$ cat src/rtl/alu_nibble_sequencer_pkg.sv
// rtl/alu_nibble_sequencer_pkg.sv - shared op codes, state encoding and helpers for the nibble sequencer
package alu_nibble_sequencer_pkg;

  localparam logic [2:0] OP_SUB  = 3'b010;
  localparam logic [2:0] OP_ADD  = 3'b011;
  localparam logic [2:0] OP_AND  = 3'b100;
  localparam logic [2:0] OP_OR   = 3'b101;
  localparam logic [2:0] OP_XOR  = 3'b110;
  localparam logic [2:0] OP_PASS = 3'b111;

  typedef enum logic [1:0] {
    ST_IDLE = 2'd0,
    ST_RUN  = 2'd1,
    ST_DONE = 2'd2
  } state_t;

  // Codes 000 and 001 have no ALU meaning; every other code does.
  function automatic logic op_is_legal(input logic [2:0] op);
    return op[2] | op[1];
  endfunction

endpackage

$ cat src/rtl/alu_nibble_sequencer_alu.sv
// rtl/alu_nibble_sequencer_alu.sv - 4-bit combinational ALU slice with carry in/out
module alu_nibble_sequencer_alu
  import alu_nibble_sequencer_pkg::*;
(
  input  logic [2:0] sel,
  input  logic [3:0] a,
  input  logic [3:0] b,
  input  logic       cin,
  output logic [3:0] out,
  output logic       cout
);

  logic [4:0] sum;

  // Arithmetic ops produce a carry; logic ops report carry 0; unknown codes yield X.
  always_comb begin
    sum  = 5'd0;
    out  = 4'bxxxx;
    cout = 1'bx;
    case (sel)
      OP_SUB: begin
        sum  = {1'b0, a} + {1'b0, ~b} + {4'd0, cin};
        out  = sum[3:0];
        cout = sum[4];
      end
      OP_ADD: begin
        sum  = {1'b0, a} + {1'b0, b} + {4'd0, cin};
        out  = sum[3:0];
        cout = sum[4];
      end
      OP_AND: begin
        out  = a & b;
        cout = 1'b0;
      end
      OP_OR: begin
        out  = a | b;
        cout = 1'b0;
      end
      OP_XOR: begin
        out  = a ^ b;
        cout = 1'b0;
      end
      OP_PASS: begin
        sum  = {1'b0, a} + {4'd0, cin};
        out  = sum[3:0];
        cout = sum[4];
      end
      default: ;
    endcase
  end

endmodule

$ cat src/rtl/alu_nibble_sequencer.sv
// rtl/alu_nibble_sequencer.sv - time-multiplexes one 4-bit ALU over a multi-nibble operand pair
module alu_nibble_sequencer
  import alu_nibble_sequencer_pkg::*;
#(
  parameter int NIBBLES = 2,
  localparam int WIDTH = 4 * NIBBLES
) (
  input  logic             clk,
  input  logic             rst_n,
  input  logic             req_valid,
  output logic             req_ready,
  input  logic [2:0]       req_op,
  input  logic [WIDTH-1:0] req_a,
  input  logic [WIDTH-1:0] req_b,
  input  logic             req_cin,
  output logic             rsp_valid,
  input  logic             rsp_ready,
  output logic [WIDTH-1:0] rsp_result,
  output logic             rsp_cout,
  output logic             rsp_zero,
  output logic             rsp_err
);

  localparam int CW = (NIBBLES > 1) ? $clog2(NIBBLES) : 1;
  localparam logic [CW-1:0] LAST = CW'(NIBBLES - 1);

  state_t           state;
  logic [2:0]       op_q;
  logic [WIDTH-1:0] a_q;
  logic [WIDTH-1:0] b_q;
  logic             cin_q;
  logic [CW-1:0]    cnt;
  logic [WIDTH-1:0] result_q;
  logic             carry_q;
  logic             err_q;
  logic             ready_q;
  logic             valid_q;

  logic [2:0]       alu_sel;
  logic [3:0]       alu_a;
  logic [3:0]       alu_b;
  logic             alu_cin;
  logic [3:0]       alu_out;
  logic             alu_cout;

  // Feed the ALU only while running; otherwise park it on a defined PASS of zero.
  always_comb begin
    alu_sel = OP_PASS;
    alu_a   = 4'd0;
    alu_b   = 4'd0;
    alu_cin = 1'b0;
    if (state == ST_RUN) begin
      alu_sel = op_q;
      alu_a   = a_q[{cnt, 2'b00} +: 4];
      alu_b   = b_q[{cnt, 2'b00} +: 4];
      alu_cin = (cnt == '0) ? cin_q : carry_q;
    end
  end

  alu_nibble_sequencer_alu u_alu (
    .sel  (alu_sel),
    .a    (alu_a),
    .b    (alu_b),
    .cin  (alu_cin),
    .out  (alu_out),
    .cout (alu_cout)
  );

  // Sequencer FSM: capture on handshake, one nibble per RUN cycle, hold result until consumed.
  always_ff @(posedge clk or negedge rst_n) begin
    if (!rst_n) begin
      state    <= ST_IDLE;
      op_q     <= OP_PASS;
      a_q      <= '0;
      b_q      <= '0;
      cin_q    <= 1'b0;
      cnt      <= '0;
      result_q <= '0;
      carry_q  <= 1'b0;
      err_q    <= 1'b0;
      ready_q  <= 1'b1;
      valid_q  <= 1'b0;
    end else begin
      case (state)
        ST_IDLE: begin
          if (req_valid) begin
            op_q     <= req_op;
            a_q      <= req_a;
            b_q      <= req_b;
            cin_q    <= req_cin;
            cnt      <= '0;
            result_q <= '0;
            carry_q  <= 1'b0;
            ready_q  <= 1'b0;
            if (op_is_legal(req_op)) begin
              err_q <= 1'b0;
              state <= ST_RUN;
            end else begin
              err_q   <= 1'b1;
              valid_q <= 1'b1;
              state   <= ST_DONE;
            end
          end
        end
        ST_RUN: begin
          result_q[{cnt, 2'b00} +: 4] <= alu_out;
          carry_q <= alu_cout;
          if (cnt == LAST) begin
            cnt     <= '0;
            valid_q <= 1'b1;
            state   <= ST_DONE;
          end else begin
            cnt <= cnt + 1'b1;
          end
        end
        ST_DONE: begin
          if (rsp_ready) begin
            valid_q <= 1'b0;
            ready_q <= 1'b1;
            state   <= ST_IDLE;
          end
        end
        default: begin
          valid_q <= 1'b0;
          ready_q <= 1'b1;
          state   <= ST_IDLE;
        end
      endcase
    end
  end

  assign req_ready  = ready_q;
  assign rsp_valid  = valid_q;
  assign rsp_result = result_q;
  assign rsp_cout   = carry_q;
  assign rsp_err    = err_q;
  assign rsp_zero   = valid_q && (result_q == '0);

endmodule

$ cat config.mk
export PLATFORM = sky130hd
export DESIGN_NAME = alu_nibble_sequencer
export DESIGN_NICKNAME = d
export VERILOG_FILES = /design/src/rtl/alu_nibble_sequencer_pkg.sv /design/src/rtl/alu_nibble_sequencer_alu.sv /design/src/rtl/alu_nibble_sequencer.sv
export SDC_FILE = /design/constraint.sdc
export NUM_CORES = 1
export LEC_CHECK = 0
export CAP_MARGIN = 20
export CORE_ASPECT_RATIO = 2
export CORE_UTILIZATION = 45
export DETAILED_ROUTE_END_ITERATION = 7
export PLACE_DENSITY = 0.69
export SYNTH_ARGS = -nofsm -noshare
export SYNTH_HDL_FRONTEND = slang
export SYNTH_SLANG_ARGS = --single-unit
$ cat constraint.sdc
create_clock -name clk -period 4.1 [get_ports clk]
set_input_delay 0.615 -clock clk [delete_from_list [all_inputs] [get_ports clk]]
set_output_delay 0.615 -clock clk [all_outputs]
set_load 0.05 [all_outputs]
==> metrics.md, run 1 <==
| Metric | Value |
|---|---|
| Status | `finished, final reports clean` |
| Period utilization | `between 70 and 80%` |
| Setup TNS | `0 ns` |
| Root buffer cell | `clkbuf_8` |
| Synth Register Bits | `35` |
| Die height | `~100 um` |
| Htree depth | `2` |
| Register area share after synthesis | `between 30% and 40%` |
| Synthesized area per cell | `around 10 sq um` |
| # port buffers | `36` |
| Worst-skew pair later-pin latency | `around 0.29 ns` |
| Startpoint types | `register` |
| Tot GR Track Use | `21.1%` |
| Boundary Pins | `37` |
| Hold Crit Depth | `1` |
| Worst-path clk slew | `roughly 0.070 ns` |
| Ant diodes | `0` |
| Synth Instances | `222` |
| First-pass GRT wire length | `just over 8000 um` |
| Vias in the first global route | `~1,700` |
| Initial core utilization | `between 40% and 50%` |
| DR pass1 iterations | `4` |
| Arrival time worst endpoint | `3.35 ns` |
| Path depth of the worst reg2reg path | `10` |
| GR Layer Usage met1 | `around a quarter` |
| Die W | `52.3 um` |
| Crit path time final | `roughly 3.2 ns` |
| Syn nets | `between 200 and 300` |
| Met3 usage | `just over 3%` |
| Critical Path Sink Type | `register` |
| Initial DRC count | `31` |
| Sink Count | `35` |
| Fin. Hold Viols | `0` |
| Final Setup Violations | `0` |
| Post-cts resize count | `0` |
| Grt peak-use layer | `met2` |
| Core area | `4860 sq um` |
| Worst slew pin tran | `between 0.7 and 0.8 ns` |
| Area grow syn2layout | `21.5%` |
| Layout Nets | `between 200 and 300` |
| Largest net degree at the start of global routing | `36` |
| Core Util, Final | `a little under three fifths` |
| DP Wirelength | `~3800 um` |
| Inserted Clock Buffers | `5` |
| Number of synthesized flops with an enable pin | `0` |
| Critical path class | `reg2reg` |
| Crit Path Max Fanout | `17` |
| Met2 Usage GRT | `35.5%` |
| Cell Pwr Density | `920 nW/um^2` |
| Worst setup path startpoint | `cnt` |
| Hold Crit Class | `reg2reg` |
| Initial antenna violation count | `0` |
| Share of cells above drive strength 1 | `18.8%` |
| Synth Flop Type | `dfrtp_1` |
| Hold buffers post-CTS | `0` |
| TritonCTS clock tree | `yes` |
| Post-CTS setup buffer count | `0` |
| Worst Skew | `between 0.008 and 0.009 ns` |
| Max Slew Vio Count | `0` |
| FILL cells | `between 400 and 500` |
| Yosys cell types | `between 40 and 50` |
| Worst hold start | `b_q[1]` |
| Routed length per instance | `about 16 um` |
| Site row count | `36` |
| Max cap viols | `0` |
| F_max | `approximately 0.32 GHz` |
| Mapped Area | `roughly 2300 sq um` |
| Die ar. | `around 5400 sq um` |
| Req. time, crit path | `around 4.3 ns` |
| Reg2reg start | `cnt` |
| Via/cell ratio | `~5.6` |
| Leakage Power | `approximately 0.0012 uW` |
| Final WL | `4930 um` |
| RSZ-0062 raised after global routing | `no` |
| Via count | `1,739` |
| GP Congestion | `between 0.8 and 0.9` |
| Synth Warn # | `0` |
| DRC errors left | `0` |
| Post-synth ARST share | `100%` |
| Peak supply drop | `between 0.5 and 0.6 mV` |
| Antenna viol nets, final | `0` |
| GRT overflow | `0` |
| Clock tree buffer depth | `2` |
| Relative slew slack | `a little under half` |
## cells by family after synthesis
group | Yosys count | share of synthesized area (%)
simple gates | 64 | 14.3
compound gates | 43 | 12.8
flops | 35 | 38.6
mux | 31 | 15.4
buf+inv | 26 | 5.43
fa+ha+maj | 18 | 11.2
xor+xnor | 5 | 2.25
## flip-flops by register name (all words and copies together), names as in the netlist
register	cells
state	2
rsp_cout	1
rsp_err	1
req_ready	1
b_q	8
a_q	8
op_q	3
cin_q	1
rsp_result	8
cnt	1
rsp_valid	1
## power breakdown
| group | internal [uW] | leakage [uW] | switching [uW] |
|---|---|---|---|
| Clock | 178 | 0.0000513 | 121 |
| Combinational | 678 | 0.000728 | 833 |
| Sequential | 531 | 0.000424 | 205 |
| Total | 1390 | 0.00120 | 1160 |
## layer usage
metal | part of all wire, % | wire length [um] | up-vias
met3 | 2.0 | 98 | 16
li1 | - | - | 843
met2 | 54 | 2680 | 35
met4 | 3.3 | 163 | 0
met1 | 40 | 1980 | 845
met5 | 0 | 0 | -
## final cells by class
type	instances	area [sq um]	share of cell area, %
clock buffer	6	72.6	2.62
sequential	35	881	31.8
multi-input combinational	161	1270	46.0
inverter	13	48.8	1.76
timing repair buffer	40	390	14.1
clock inverter	1	30.0	1.08
tap	57	71.3	2.58
## cell usage in the layout (no fill, tap or decap), types with 2 or more instances in the layout
| cell type | synthesis | final |
|---|---|---|
| mux2_2 | 28 | 28 |
| mux2i_1 | 2 | 2 |
| o22ai_1 | 3 | 3 |
| ha_1 | 14 | 14 |
| a21oi_1 | 11 | 11 |
| a32o_1 | 5 | 5 |
| nor2_1 | 13 | 13 |
| buf_4 | 2 | 4 |
| dfrtp_1 | 31 | 31 |
| dfstp_2 | 4 | 4 |
| nand3_1 | 3 | 3 |
| xnor2_1 | 3 | 3 |
| inv_1 | 13 | 13 |
| nand3b_1 | 2 | 2 |
| nor4_1 | 2 | 2 |
| nand2b_1 | 5 | 5 |
| nand4_1 | 2 | 2 |
| clkdlybuf4s50_1 | 0 | 36 |
| o21ai_0 | 8 | 8 |
| a22o_1 | 2 | 2 |
| clkbuf_8 | 0 | 5 |
| and2_1 | 6 | 6 |
| nand2_1 | 22 | 22 |
| a21o_1 | 4 | 4 |
| fa_1 | 4 | 4 |
| nor2b_1 | 2 | 2 |
## per-stage QoR
stage	area, sq um	hold WS, ns	total power (uW)	worst slack (ns)	instances
2_1_floorplan	2280	0.319	1860	1.02	222
3_3_place_gp	2670	0.491	2240	1.02	306
3_5_place_dp	2670	0.492	2260	0.930	306
4_1_cts	2770	0.508	2570	0.926	313
5_1_grt	2770	0.519	2750	0.713	313
6_report	2770	0.506	2550	0.939	313
## critical path: stages (launching register included)
cell      delay, ns
dfrtp_1        0.70
mux2_2         0.26
and2_1         0.20
inv_1          0.12
fa_1           0.48
fa_1           0.50
a21o_1         0.11
nand2_1        0.05
a221oi_1       0.27
nor2_1         0.12
a22o_1         0.24
## path summary, 6_finish.rpt
check / slack (ns) / endpoint
setup / recovery: 0.94 / rsp_result[1]
hold / removal: 0.51 / b_q[1]
setup reg to reg: 0.94 / rsp_result[1]
hold reg to reg: 0.51 / b_q[1]
max in group asynchronous: 3.04 / req_ready
min in group asynchronous: 0.73 / rsp_err
## Yosys cell counts (2+ instances only)
master / number / area, sq um
nand2b_1: 5 / 31.3
ha_1: 14 / 175
buf_4: 2 / 15.0
nor2b_1: 2 / 12.5
a21o_1: 4 / 30.0
xnor2_1: 3 / 26.3
clkbuf_1: 6 / 22.5
o21ai_0: 8 / 40.0
and2_1: 6 / 37.5
nand2_1: 22 / 82.6
dfrtp_1: 31 / 776
a22o_1: 2 / 17.5
o22ai_1: 3 / 18.8
inv_1: 13 / 48.8
mux2i_1: 2 / 20.0
nor2_1: 13 / 48.8
fa_1: 4 / 80.1
dfstp_2: 4 / 105
nor4_1: 2 / 12.5
nand4_1: 2 / 12.5
nand3_1: 3 / 15.0
nand3b_1: 2 / 15.0
a32o_1: 5 / 50.1
buf_6: 2 / 22.5
buf_2: 3 / 15.0
mux2_2: 28 / 315
a21oi_1: 11 / 55.1
(Power assumes the default switching activity.)
==> inputs of run 2 (changes only) <==
- clock period: 4.1 -> 3.16 ns (I/O delays scaled with it)
==> run 2 against run 1 <==
  * Cell count is 0.96% higher
  * Power increased by 29%
  * Worst setup slack worse by 0.66 ns
  * Clock-buffer cell count grew 1
  * Register-to-register slack worse by 0.66 ns
  * Critical path type unchanged
  * Clock skew decreased by 0.0020 ns
  * Non-clock buffer count grew 2
  * Highest routed layer unchanged
  * Critical path depth is the same
  * Design area is 0.27% higher
  * Die area unchanged
  * Clock power increased by 11%
  * Worst hold slack lost 0.0029 ns
==> metrics.md, run 2 (synthesis results as in run 1) <==
| Metric | Value |
|---|---|
| Pwr Total | `3280 uW (+29%)` |
| Vias in the first global route | `1,772 (+3.0%)` |
| CP top delay family | `adder cells` |
| FILL cells | `444 (+2.5%)` |
| RSZ-0062 raised after global routing | `no` |
| Die W | `52.3 um (unchanged)` |
| DRC errors left | `0 (unchanged)` |
| Share of cells above drive strength 1 | `19.7% (+0.94 points)` |
| Final Setup Violations | `0 (unchanged)` |
| Die ar. | `5370 sq um (unchanged)` |
| Initial core utilization | `46.9% (unchanged)` |
| Sw frac | `46.3% (+0.74 points)` |
| Req. time, crit path | `3.33 ns (-0.96 ns)` |
| Ant diodes | `0 (unchanged)` |
| GP Congestion | `0.924 (+10%)` |
| Hold Crit Class | `reg2reg` |
| Largest net degree at the start of global routing | `36 (unchanged)` |
| Arrival time worst endpoint | `3.06 ns (-0.29 ns)` |
| Via count | `1,780 (+2.4%)` |
| Crit Path Max Fanout | `16 (-1)` |
| Slowest cell delay on critical path | `0.50 ns (-0.20 ns)` |
| Post-cts resize count | `0 (unchanged)` |
| Layout Nets | `300 (+0.67%)` |
| # port buffers | `36 (unchanged)` |
| Sink Count | `35 (unchanged)` |
| Die height | `103 um (unchanged)` |
| Worst slew pin tran | `0.500 ns (-0.281 ns)` |
| Int Pwr | `1760 uW (+27%)` |
| Hold buffers post-CTS | `0 (unchanged)` |
| R2r setup slk | `0.28 ns (-0.66 ns)` |
| Fin worst setup slack | `0.279 ns (-0.660 ns)` |
| TritonCTS clock tree | `yes` |
| Gate power share | `62.3% (+3.0 points)` |
| Path depth of the worst reg2reg path | `10 (unchanged)` |
| Worst Hold Endpoint | `b_q[1]` |
| Clock power frac | `10.1% (-1.7 points)` |
| Antenna viol nets, final | `0 (unchanged)` |
| Dpl ws | `0.311 ns (-0.619 ns)` |
| Area grow syn2layout | `21.8%` |
| GRT overflow | `0 (unchanged)` |
| Worst r2r dst | `rsp_result[1]` |
| Seq pwr share | `27.6% (-1.3 points)` |
| DR pass1 iterations | `4 (unchanged)` |
| Post-CTS setup buffer count | `0 (unchanged)` |
| Hold Crit Depth | `1 (unchanged)` |
| Boundary Pins | `37 (unchanged)` |
| Final WL | `5050 um (+2.4%)` |
| Period utilization | `91.2% (+14 points)` |
| Crit-path cells | `buf_4 > mux2_2 > nand2_1 > fa_1 > fa_1 > a21o_1 > nand2_1 > a221oi_1 > nor2_1 > a22o_1` |
| Most frequent cells in the layout | `clkdlybuf4s50_1, dfrtp_1, mux2_2` |
| Tot GR Track Use | `21.6% (+0.55 points)` |
| Critical Path Sink Type | `register` |
| Worst Skew | `0.00668 ns (-0.00202 ns)` |
| Reg2reg start | `cnt` |
| Crit path time final | `2.88 ns (-0.280 ns)` |
| Root buffer cell | `clkbuf_8` |
| Buffers plus inverters on the worst setup path | `1 (unchanged)` |
| Status | `finished, final reports clean` |
| Initial antenna violation count | `0 (unchanged)` |
| Site row count | `36 (unchanged)` |
| Routed length per instance | `16.0 um (+1.4%)` |
| Critical path class | `reg2reg` |
| Clock tree buffer depth | `2 (unchanged)` |
| Setup TNS | `0 ns (unchanged)` |
| Worst hold start | `b_q[1]` |
| Inserted Clock Buffers | `5 (unchanged)` |
| Peak supply drop | `0.767 mV (+33%)` |
| DP Wirelength | `3890 um (+1.6%)` |
| Fin. Hold Viols | `0 (unchanged)` |
| First-pass GRT wire length | `8560 um (+4.0%)` |
| Crit-path slowest cell | `fa_1` |
| Startpoint types | `register` |
| Max Slew Vio Count | `0 (unchanged)` |
| Sw Pwr | `1520 uW (+31%)` |
| Via/cell ratio | `5.63 (+1.4%)` |
| Most common cell after layout, fill and taps aside | `clkdlybuf4s50_1` |
| Worst-path clk slew | `0.07 ns (about the same)` |
| Relative slew slack | `66.6% (+19 points)` |
| F_max | `0.347 GHz (+9.7%)` |
| Max cap viols | `0 (unchanged)` |
| Htree depth | `2 (unchanged)` |
| Worst-skew pair later-pin latency | `0.28 ns (about the same)` |
| Cell Pwr Density | `1180 nW/um^2 (+29%)` |
| Core area | `4860 sq um (unchanged)` |
| Leakage Power | `0.00121 uW (+0.61%)` |
| Core Util, Final | `57.1% (+0.15 points)` |
| Initial DRC count | `57 (+84%)` |
run 2: cell types whose count changed in the layout (fill, tap and decap cells not counted), sizes merged:
cell,change
clkbuf,+1
buf,+2
clkinv,+1
bufinv,-1
run 2: worst max-delay path by stage:
stage | startpoint | endpoint | slack (ns) | depth (start not counted)
6_report | cnt | rsp_result[1] | 0.28 | 10
5_1_grt | cnt | rsp_result[1] | 0.15 | 10
4_1_cts | cnt | rsp_result[1] | 0.29 | 10
3_5_place_dp | cnt | rsp_result[1] | 0.31 | 10
3_3_place_gp | cnt | rsp_result[1] | 0.33 | 10
2_1_floorplan | state[1] | rsp_result[1] | 0.08 | 13
run 2: routing by layer:
| metal | routed length (um) | vias to the layer above | GRT usage [%] |
|---|---|---|---|
| met5 | 0 | - | 0 |
| met2 | 2730 | 44 | 36.7 |
| met4 | 205 | 0 | 11.7 |
| li1 | - | 845 | - |
| met3 | 105 | 16 | 2.95 |
| met1 | 2010 | 875 | 25.5 |
run 2: layout make-up:
class / instances / area, sq um / share of cell area (%)
Timing Repair Buffer: 42 / 405 / 14.6
Multi-Input combinational cell: 161 / 1270 / 45.9
Tap cell: 57 / 71.3 / 2.57
Clock inverter: 1 / 8.76 / 0.315
Inverter: 13 / 48.8 / 1.76
Clock buffer: 7 / 86.3 / 3.11
Sequential cell: 35 / 881 / 31.7
run 2: stage by stage:
stage                     hold slack [ns]  std cells  cell area, sq um
after floorplan                     0.178        222              2280
after global placement              0.489        308              2680
after detailed placement            0.494        308              2680
after CTS                           0.511        316              2780
after global routing                0.525        316              2780
final                               0.503        316              2780
run 2: power by group through the flow:
stage	combinational (uW)	sequential, uW	clock (uW)
3_3_place_gp	2030	914	0
2_1_floorplan	1370	1040	0
3_5_place_dp	2040	913	0
4_1_cts	2050	907	346
6_report	2050	905	332
5_1_grt	2240	941	369
==> inputs of run 3 (changes only) <==
- DONT_BUFFER_PORTS: default -> 1
- PLACE_DENSITY: 0.69 -> default
==> run 3 against run 2 <==
  * Non-clock buffer count decreased by 30
  * Highest routed layer unchanged
  * Clock power increased by 12%
  * Combinational power decreased by 19%
  * Sequential cell count unchanged
  * Design area decreased by 10%
  * Die area unchanged
  * Critical path depth unchanged
  * Clock skew increased by 0.0030 ns
==> metrics.md, run 3 (synthesis results as in run 1) <==
| Metric | Value |
|---|---|
| Status | `finished, final reports clean` |
| Crit path time final | `2.79 ns (-0.0883 ns)` |
| Pwr Total | `3180 uW (-3.1%)` |
| CP top delay family | `adder cells` |
| Peak supply drop | `0.568 mV (-26%)` |
| # port buffers | `0 (-100%)` |
| Ant diodes | `0 (unchanged)` |
| Startpoint types | `register` |
| Routed length per instance | `18.7 um (+17%)` |
| Sink Count | `35 (unchanged)` |
| Final WL | `5350 um (+5.9%)` |
| R2r setup slk | `0.37 ns (+0.09 ns)` |
| Crit-path slowest cell | `fa_1` |
| Initial DRC count | `52 (-8.8%)` |
| Fin worst setup slack | `0.367 ns (+0.0883 ns)` |
| Site row count | `36 (unchanged)` |
| Fin. Hold Viols | `0 (unchanged)` |
| Path depth of the worst reg2reg path | `10 (unchanged)` |
| Via count | `1,617 (-9.2%)` |
| Crit Path Max Fanout | `4 (-12)` |
| Largest net degree at the start of global routing | `33 (-8.3%)` |
| TritonCTS clock tree | `yes` |
| Dpl ws | `0.324 ns (+0.0137 ns)` |
| Post-CTS setup buffer count | `0 (unchanged)` |
| Worst path depth | `10 (unchanged)` |
| Worst r2r dst | `rsp_result[1]` |
| Post-cts resize count | `0 (unchanged)` |
| Root buffer cell | `clkbuf_8` |
| GRT overflow | `0 (unchanged)` |
| Critical path class | `reg2reg` |
| Layout Nets | `270 (-10%)` |
| Clock tree buffer depth | `2 (unchanged)` |
| Area grow syn2layout | `9.39%` |
| Leakage Power | `0.00111 uW (-8.3%)` |
| Arrival time worst endpoint | `2.99 ns (-0.07 ns)` |
| Most frequent cells in the layout | `dfrtp_1, mux2_2, nand2_1` |
| Worst Hold Endpoint | `op_q[1]` |
| Worst-path clk slew | `0.08 ns (about the same)` |
| Worst-skew pair later-pin latency | `0.30 ns (+0.02 ns)` |
| Worst Skew | `0.00966 ns (+0.00298 ns)` |
| Core area | `4860 sq um (unchanged)` |
| Vias in the first global route | `1,736 (-2.0%)` |
| GP Congestion | `0.908 (-1.7%)` |
| Tot GR Track Use | `23.0% (+1.4 points)` |
| Max cap viols | `0 (unchanged)` |
| Slowest cell delay on critical path | `0.50 ns (about the same)` |
| DP Wirelength | `3960 um (+2.0%)` |
| Worst hold start | `req_op[1]` |
| Hold Crit Class | `in2reg` |
| Setup TNS | `0 ns (unchanged)` |
| Buffers plus inverters on the worst setup path | `1 (unchanged)` |
| Cell Pwr Density | `1280 nW/um^2 (+7.9%)` |
| Boundary Pins | `37 (unchanged)` |
| Die ar. | `5370 sq um (unchanged)` |
| First-pass GRT wire length | `8550 um (-0.15%)` |
| RSZ-0062 raised after global routing | `no` |
| Inserted Clock Buffers | `5 (unchanged)` |
| Worst slew pin tran | `0.606 ns (+0.106 ns)` |
| F_max | `0.358 GHz (+3.2%)` |
| Reg2reg start | `state[1]` |
| Share of cells above drive strength 1 | `24.9% (+5.2 points)` |
| Initial core utilization | `46.9% (unchanged)` |
| Req. time, crit path | `3.35 ns (+0.02 ns)` |
| Htree depth | `2 (unchanged)` |
| Period utilization | `88.4% (-2.8 points)` |
| DR pass1 iterations | `4 (unchanged)` |
| DRC errors left | `0 (unchanged)` |
| Initial antenna violation count | `0 (unchanged)` |
| Die height | `103 um (unchanged)` |
| Via/cell ratio | `5.65 (+0.37%)` |
| Critical Path Sink Type | `register` |
| Antenna viol nets, final | `0 (unchanged)` |
| Core Util, Final | `51.3% (-5.8 points)` |
| Relative slew slack | `59.6% (-7.0 points)` |
| Most common cell after layout, fill and taps aside | `dfrtp_1` |
| Crit-path cells | `nor2b_1 > and2_1 > inv_1 > fa_1 > fa_1 > a21o_1 > nand2_1 > a221oi_1 > nor2_1 > a22o_1` |
| Die W | `52.3 um (unchanged)` |
| Final Setup Violations | `0 (unchanged)` |
| Hold buffers post-CTS | `2 (+2)` |
| Max Slew Vio Count | `0 (unchanged)` |
| Most Frequent Cell on Critical Path | `fa_1` |
| Hold Crit Depth | `1 (unchanged)` |
-- run 3: cell types whose count changed in the layout (fill, tap and decap cells not counted), sizes merged --
| cell | delta |
|---|---|
| buf | +4 |
| clkdlybuf4s50 | -36 |
| clkinv | -1 |
| clkinvlp | +1 |
| dlygate4sd3 | +2 |
-- run 3: worst max path at each step --
stage                     slack, ns      from       endpoint
final                          0.37  state[1]  rsp_result[1]
after global routing           0.17  state[1]  rsp_result[1]
after CTS                      0.32  state[1]  rsp_result[1]
after detailed placement       0.32  state[1]  rsp_result[1]
after global placement         0.42  state[1]  rsp_result[1]
after floorplan                0.08  state[1]  rsp_result[1]
-- run 3: cell type report --
| cell class | instances | area, sq um |
|---|---|---|
| Clock inverter | 1 | 7.51 |
| Fill cell | 447 | 2370 |
| Tap cell | 57 | 71.3 |
| Clock buffer | 7 | 96.3 |
| Timing Repair Buffer | 12 | 108 |
| Multi-Input combinational cell | 161 | 1280 |
| Sequential cell | 35 | 881 |
| Inverter | 13 | 48.8 |
-- run 3: through the flow --
stage	cells	cell area [sq um]	hold WS [ns]
finish	286	2490	0.320
global route	286	2490	0.310
CTS	285	2480	0.00112
detailed placement	275	2350	0.180
global placement	275	2350	0.180
floorplan	222	2280	0.178
-- run 3: power breakdown --
group          leakage (uW)  total (uW)  internal (uW)  switching (uW)
combinational      0.000636        1670            780             894
clock             0.0000505         373            198             175
sequential         0.000424        1130            685             450
total               0.00111        3180           1660            1520
-- run 3: per-layer routing --
metal / vias to the layer above / track usage [%] / wire length [um] / share of wire, %
met5: - / 0 / 0 / 0
met4: 0 / 16.2 / 340 / 6.4
met3: 17 / 5.16 / 218 / 4.1
met2: 46 / 42.6 / 3000 / 56
met1: 771 / 20.8 / 1790 / 33
li1: 783 / - / - / -
==> variant: new RTL, settings of run 2 <==
Register the output `rsp_err` once more; this adds one clock of latency there. The other outputs are not delayed to match.
--- a/src/rtl/alu_nibble_sequencer.sv
+++ b/src/rtl/alu_nibble_sequencer.sv
@@ -134,5 +134,7 @@
   assign rsp_result = result_q;
   assign rsp_cout   = carry_q;
-  assign rsp_err    = err_q;
+  always_ff @(posedge clk) begin
+    rsp_err <= err_q;
+  end
   assign rsp_zero   = valid_q && (result_q == '0);
 
Formal check against the unedited RTL: not equivalent (Yosys sat finds a counterexample within 4 cycles, from zero or initial values and one cycle with rst_n low).
==> variant against run 2 <==
Die area rose by 0.26%; first-iteration DRC count down 28%; wire length up 8.8%; final cell count decreased by 0.32%; design area grew 1.6%; global-route usage rose by 1.6 points; clock skew up 0.0015 ns; critical path depth down 1; total power is 1.6% higher; setup slack got worse by 0.032 ns; synthesized cell count is 1.8% lower; area after synthesis increased by 0.27%; via count grew 3.7%; sequential cell count is 1 higher.
==> variant: results <==
group,metric,value,unit
route,drt-wirelength-per-cell,17.4,um
place,dpl-instance-area,2710,um2
min_path,holdPathEnd,"rsp_err",
final_layout,drive_above_1_share,0.194,
worst_setup_path,crit_start,"cnt",
power,peakVddDrop,0.824,mV
worst_setup_path,critPathMaxFanout,7,
global_route,use_met3,0.0428,
synth,yosys-top-cells-count,"dfrtp_1 (31), mux2_2 (26), nand2_1 (15)",
route,dr_wl_met3,152,um
worst_setup_path,regToRegSetupSlack,0.25,ns
route,dr_wl_met2,3.16,mm
final_layout,n_fill_cell,453,
route,wl_met1,1.91,mm
worst_setup_path,cp_slowest_cell,"or4_1",
final_layout,num_antenna_cells,0,
global_route,grt_use_total,0.232,
route,dr.pass1.iters,4,
synth,synth_nets,260,
synth,synthCells,218,
power,p_comb_frac,0.610,
synth,synth-seq-area-share,0.394,
global_route,met2_usage,0.426,
power,leakagePower,1.22,nW
global_route,grt_pass1_vias,1871,
min_path,holdCritStartpoint,"err_q",
route,drtIter0Drc,41,
route,num_vias,1845,
sta,worst_pin_slew,0.501,ns
min_path,whs_path_depth,0,
final_layout,final_cells,315,
place,numPortBuffers,36,
global_route,grt_pass1_wl,9.00,mm
place,dp_slack,0.259,ns
worst_setup_path,worstRegToRegCells,9,
global_route,use_met1,0.227,
worst_setup_path,timing.rr.end,"rsp_result[5]",
place,dp_hpwl,4.37,mm
synth,synthArstFlopShare,0.972,
sta,worst_slack,0.247,ns
cts,cts_inserted_buffers,5,
worst_setup_path,crit_family,"adder cells",
power,power.internal,1.79,mW
worst_setup_path,arrival,3.15,ns
synth,synth_area_leaders,"dfrtp_1 (34%), mux2_2 (13%), ha_1 (7.7%), dfstp_2 (4.6%), fa_1 (3.5%)",
place,gp_congestion,1.02,
power,pwr-share-clk,0.120,
sta,clock_skew,0.00816,ns
run_status,status,"finished, final reports clean",
global_route,grt_start_max_net_pins,36,
final_layout,nets,299,
sta,whs,0.371,ns
place,dp.cells,307,
synth,synthDistinctLibCells,53,
variant: changes by cell type in the layout (fill, tap and decap cells not counted), sizes merged, moves of 2 or more:
cell    delta
xnor2      -3
nand3b     +2
nand3      -2
a21o       -3
or3        +2
nand2      -6
nor3       +3
o21ai      +5
xor2       +2
nor2       -3
and2       -3
a21oi      -4
buf        +2
variant: cells by family after synthesis:
kind of cell	share of synthesized area
simple gates	0.142
fa+ha+maj	0.112
mux	0.151
compound gates	0.136
xor+xnor	0.0153
buf+inv	0.0498
flops	0.394
variant: area by class of cell:
| cell class | instances | area, um2 | area share |
|---|---|---|---|
| multi-input combinational | 157 | 1270 | 0.451 |
| sequential | 36 | 901 | 0.319 |
| timing repair buffer | 44 | 420 | 0.149 |
| clock buffer | 6 | 72.6 | 0.0257 |
| tap | 57 | 71.3 | 0.0253 |
| inverter | 13 | 48.8 | 0.0173 |
| clock inverter | 2 | 35.0 | 0.0124 |
